--- src/rtl/io_cfg_ctrl.sv ---
// io_cfg_ctrl: shadowed I/O block config with serial scan-chain push, load strobe and done/error pulses
module io_cfg_ctrl #(
  parameter int NUM_IO = 12,
  parameter int CFG_W  = 3,
  parameter int AW     = 4
) (
  input  logic             IOCLK,
  input  logic             RSTN,
  input  logic             REQ_VALID,
  input  logic [AW-1:0]    REQ_ADDR,
  input  logic [CFG_W-1:0] REQ_CFG,
  output logic             REQ_READY,
  input  logic [AW-1:0]    RD_ADDR,
  output logic [CFG_W-1:0] RD_CFG,
  output logic             CFG_SEN,
  output logic             CFG_SDO,
  output logic             CFG_LOAD,
  output logic             DONE,
  output logic             ERR,
  output logic             BUSY
);
  localparam int L  = NUM_IO * CFG_W;
  localparam int CW = $clog2(L);
  typedef enum logic [2:0] {INIT, IDLE, SHIFT, LOAD, FIN} state_t;
  state_t state_q, state_d;
  logic [NUM_IO-1:0][CFG_W-1:0] shadow_q, shadow_d;
  logic [CW-1:0] cnt_q, cnt_d;
  logic err_q, err_d;
  logic [L-1:0] img;
  logic [CW-1:0] idx;
  logic acc, in_rng, last;
  assign img       = shadow_q;
  assign idx       = CW'(L - 1) - cnt_q;
  assign last      = cnt_q == CW'(L - 1);
  assign in_rng    = 32'(REQ_ADDR) < NUM_IO;
  assign acc       = REQ_VALID && REQ_READY;
  assign REQ_READY = state_q == IDLE;
  assign BUSY      = state_q != IDLE;
  assign CFG_SEN   = state_q == SHIFT;
  assign CFG_SDO   = CFG_SEN && img[idx];
  assign CFG_LOAD  = state_q == LOAD;
  assign DONE      = state_q == FIN;
  assign ERR       = err_q;
  assign RD_CFG    = 32'(RD_ADDR) < NUM_IO ? shadow_q[RD_ADDR] : '0;
  always_comb begin
    shadow_d = shadow_q;
    state_d  = state_q == INIT  ? SHIFT :
               state_q == IDLE  ? (acc && in_rng ? SHIFT : IDLE) :
               state_q == SHIFT ? (last ? LOAD : SHIFT) :
               state_q == LOAD  ? FIN : IDLE;
    cnt_d    = state_q == SHIFT && !last ? cnt_q + 1'b1 : '0;
    err_d    = acc && !in_rng;
    if (acc && in_rng) shadow_d[REQ_ADDR] = REQ_CFG;
  end
  always_ff @(posedge IOCLK) begin
    if (!RSTN) begin
      state_q  <= INIT;
      shadow_q <= '0;
      cnt_q    <= '0;
      err_q    <= 1'b0;
    end else begin
      state_q  <= state_d;
      shadow_q <= shadow_d;
      cnt_q    <= cnt_d;
      err_q    <= err_d;
    end
  end
endmodule
--- config.mk ---
export PLATFORM = sky130hd
export DESIGN_NAME = io_cfg_ctrl
export DESIGN_NICKNAME = d
export VERILOG_FILES = /design/src/rtl/io_cfg_ctrl.sv
export SDC_FILE = /design/constraint.sdc
export NUM_CORES = 1
export LEC_CHECK = 0
export CORE_MARGIN = 2
export CORE_UTILIZATION = 35
export DETAILED_ROUTE_END_ITERATION = 16
export MAX_ROUTING_LAYER = met4
export PLACE_DENSITY = 0.61
export SYNTH_ARGS = -nofsm -noshare
export SYNTH_HDL_FRONTEND = slang
export SYNTH_SLANG_ARGS = --single-unit
--- constraint.sdc ---
create_clock -name IOCLK -period 2.4 [get_ports IOCLK]
set_input_delay 0.48 -clock IOCLK [delete_from_list [all_inputs] [get_ports IOCLK]]
set_output_delay 0.48 -clock IOCLK [all_outputs]
set_load 0.02 [all_outputs]
* Word level (Yosys, flattened, before mapping)
Index checks and enable logic that the tools add are counted.
Storage, ports and cells: flip-flop bits (word level) 46, latch bits 0, memory bits (writable) 0, memory bits (read-only) 0, bits of input ports 14, output and inout port bits 10, word-level logic and storage cells 56, memories kept 0
Cells by class: $add $sub $neg 2, multiply operators 0, divide/modulo/power cells 0, $lt $le $gt $ge 6, equal/unequal tests 6, shift-type cells 0, muxes and demuxes 14, bitwise operators 1, reductions and logical operators 11
Operators with widths (count):
- $bwmux 36 | 1
- $mux 3 | 6
- $bmux 3 s4 | 1
- $demux 3 s4 | 1
- $lt 4x5->1 const B | 2
- $lt 4x4->1 const B | 2
- $lt 6x7->1 const B | 1
- $add 6x1->6 const B | 1
- $bmux 1 s6 | 1
- $eq 3x2->1 const B | 2
- $eq 6x6->1 const B | 1
- $logic_and 1x1->1 | 6
- $sub 6x6->6 const A | 1
- $ge 4x1->1 const B | 1
- $mux 2 | 2
- $eq 3x1->1 const B | 1
- $eq 3x3->1 const B | 1
- $logic_not 3->1 | 1
- $ne 3x1->1 const B | 1
- $logic_not 1->1 | 2
- $mux 1 | 2
- $reduce_and 2->1 | 1
- $reduce_or 2->1 | 1
- $not 1->1 | 1

* Logic depth before layout (Yosys ltp)
depth after elaboration 6, gate-level depth with buffers 8

* Least setup slack after synthesis
OpenSTA, ideal clock, no wires.
path kind reg2out, start register cnt_q[2], end output port CFG_SDO, arrival 1.810 ns, required time 1.920 ns, setup slack 0.110 ns, cell stages (with the launch flop) 9, cell sequence dfxtp_1 -> clkbuf_1 -> inv_1 -> ha_1 -> xor2_1 -> a21oi_1 -> a21o_1 -> a31o_2 -> a21oi_1
Between the ends: word-level cells in the longest chain between the ends 4
RTL lines:
- from (decl) | RTL line 27 | logic [CW-1:0] cnt_q, cnt_d;
- from (signal assigned) | RTL line 64 | cnt_q <= cnt_d;
- $sub 6x6->6 | RTL line 33 | assign idx = CW'(L - 1) - cnt_q;
- $bmux 1 s6 | RTL line 40 | assign CFG_SDO = CFG_SEN && img[idx];
- $mux 1 (implied by the code) | RTL line 40
- $logic_and 1x1->1 | RTL line 40
- to (decl) | RTL line 16 | output logic CFG_SDO,
Every way passes these cells. The select of a mux whose other input is x is not followed.

* Final worst setup path
start register cnt_q[0], end output port CFG_SDO
Same word-level chain as after synthesis.

==> results.md <==
* Top cells by area, synth: dfxtp_1 (35%), mux4_2 (10%), mux2i_1 (8.4%), a21boi_0 (6.0%), nand2_1 (4.9%)
* Diode count at 0
* RD Place Congestion at around 0.87
* Leak at 1.14 nW
* Nets at roughly 330
* CP startpoint: cnt_q[0]
* Mean number of vias per cell at between 5 and 6
* Initial antenna violation count at 0
* Via count at between 2000 and 2500
* Final wirelength at 6.42 mm
* Post-synth EDFFs at 0
* Total CTS buffers at 5
* Yosys top cell area share at 0.350
* Fin crit share at 1.01
* Setup TNS at -0.0340 ns
* Async SR Flop Fraction at 0
* Die X at ~91 um
* Pwr per Cell Area at about 430 mW/mm2
* Clock latency on the worst-skew pair at 0.31 ns
* Area leader, netlist: dfxtp_1
* Post-route minimum period at 2.43 ns
* Global Route Usage Sum at 0.165
* Hold crit path type: reg -> reg
* Post-synthesis sequential area ratio at 0.350
* Final worst slack at -0.0340 ns
* Worst Clk Skew at a little over 0.01 ns
* Worst EP arrival at 1.95 ns
* Share of cells above drive strength 1 at 0.244
* Slew headroom at 0.622
* Starting Density at 0.362
* Hold path startpoint: img[30]
* Antenna Nets Post-Route at 0
* Number of global-route vias before repair at 2044
* Worst r2r src: state_q[2]
* Slew @ Worst Pin at 0.565 ns
* Status: finished, violations left
* Crit end category: primary output
* Most instantiated cells after synthesis: dfxtp_1 (46), nand2_1 (34), mux2i_1 (22)
* Hold slack at 0.489 ns
* Hold Fails Final Rpt at 0
* CTS tree: yes
* Gr ovfl total at 0
* Clock-pin slew on the worst setup and hold paths at ~0.090 ns
* WS Path Type: reg -> out
* Max-slew violation count at 0
* Remaining DRCs at 0
* # setup viols final at 1
* Synthesized area at ~0.0026 mm2
* Avg Cell Area, Syn at about 9.6 um2
* Total core area at a little over 0.007 mm2
* Rows at 31
* Ports at 24
* Yosys warns at 0
* Max H-tree Level at 2
* Failing checks: setup timing
* Achievable frequency at 411 MHz
* Chip height at 90.7 um
* Max Cap Violations at 0
* Post-Synthesis Cells at about 270
* Peak supply drop at 0.171 mV
* Maximum clock insertion buffer count at 2
* First-pass GRT wire length at 10.5 mm
* Number of synthesized register bits at 46
* WL per Instance at 15.5 um
* Netlist cell types at 39
* Final core occ at 0.451
* FILL cells at 715
* WP data required at 1.92 ns
* CP startpoint kind: flip-flop
* Pre-Repair DR Iteration Count at 5
* Port Buffers at 23
* Post-synthesis net count at 291
* Largest fanout on the critical path at 6
* Largest net degree at the start of global routing at 25
* Die area at between 0.008 and 0.009 mm2
* Top_reg_cell synth: dfxtp_1
* First-iteration detailed-routing DRC count at 129
* CTS Sinks at 46
* P&R area growth vs syn at 24.4%
* CTS Root Cell: clkbuf_8
* Detail Placement HPWL at 4.83 mm
* Top-count cell post-synth: dfxtp_1
* RSZ-0062 raised after global routing: true
-- critical path, stage by stage, from the launching register on --
cell	delay [ns]
dfxtp_4	0.38
buf_12	0.12
mux2_4	0.30
a222oi_1	0.39
a21o_1	0.17
a31o_2	0.10
a21oi_2	0.06
buf_6	0.13
-- flip-flops by register name, summed over array words and instances, names as in the netlist --
signal   count
ERR          1
img         36
state_q      3
cnt_q        6
-- power breakdown --
part           switching (W)  internal, W
Combinational      0.0000674    0.0000752
Clock               0.000268     0.000233
Sequential        0.00000452     0.000765
Total               0.000340      0.00107
-- layout make-up --
cell class	count	area [um2]	share of cell area
Sequential cell	46	927	0.284
Inverter	4	15.0	0.00459
Clock buffer	7	86.3	0.0264
Clock inverter	1	5.00	0.00153
Tap cell	99	124	0.0379
Multi-Input combinational cell	204	1620	0.495
Timing Repair Buffer	54	493	0.151
-- cells by family after synthesis --
kind of cell,after synthesis,synth area share
buffers and inverters,24,0.0443
flip-flops,46,0.350
XOR/XNOR,7,0.0233
multiplexers,42,0.221
AND/OR/NAND/NOR,110,0.236
AO/OA/AOI/OAI,42,0.111
adder cells (fa/ha/maj),3,0.0143
-- per-stage QoR --
| stage | std cells | total power, W | area (um2) | setup WS, ns |
|---|---|---|---|---|
| after floorplan | 274 | 0.000854 | 2630 | 0.110 |
| after global placement | 404 | 0.000922 | 3100 | -0.476 |
| after detailed placement | 404 | 0.000922 | 3100 | -0.477 |
| after CTS | 413 | 0.00142 | 3200 | -0.0502 |
| after global routing | 415 | 0.00147 | 3270 | -0.0643 |
| final | 415 | 0.00141 | 3270 | -0.0340 |
-- placed cells by master (no fill, tap or decap), types with 3 or more instances in the layout --
cell type	instances
dfxtp_1	43
nand2_1	34
buf_4	28
mux2i_1	22
nand3_1	21
a21boi_0	21
nor2b_1	19
clkdlybuf4s50_1	17
nor2_1	12
mux4_2	12
mux2_2	7
clkbuf_8	6
inv_1	4
xnor2_1	4
a21oi_1	4
o21ai_0	4
nor3b_1	4
buf_6	4
and2_1	3
nand3b_1	3
o21ai_1	3
-- per-layer routing --
layer	GRT usage	part of all wire	up-vias
met5	-	0	-
met4	0.0526	0.022	0
met3	0.0267	0.035	21
met2	0.263	0.47	45
met1	0.216	0.47	999
li1	-	-	1052
-- final timing paths --
check / to / slack [ns] / cells past startpoint
hold reg to reg: img[30] / 0.49 / 2
setup reg to reg: img[5] / 0.57 / 5
hold / removal: img[30] / 0.49 / 2
setup / recovery: CFG_SDO / -0.03 / 7
-- repair_timing --
| item | 4_1_cts | 5_1_grt |
|---|---|---|
| gates cloned | 0 | 1 |
| gates resized for setup | 31 | 10 |
| hold buffers | 0 | 0 |
| endpoints found under the setup margin | 5 | 1 |
| pin swaps | 3 | 5 |
| buffers inserted | 1 | 1 |
No activity file was read; power rests on OpenSTA's default activity.
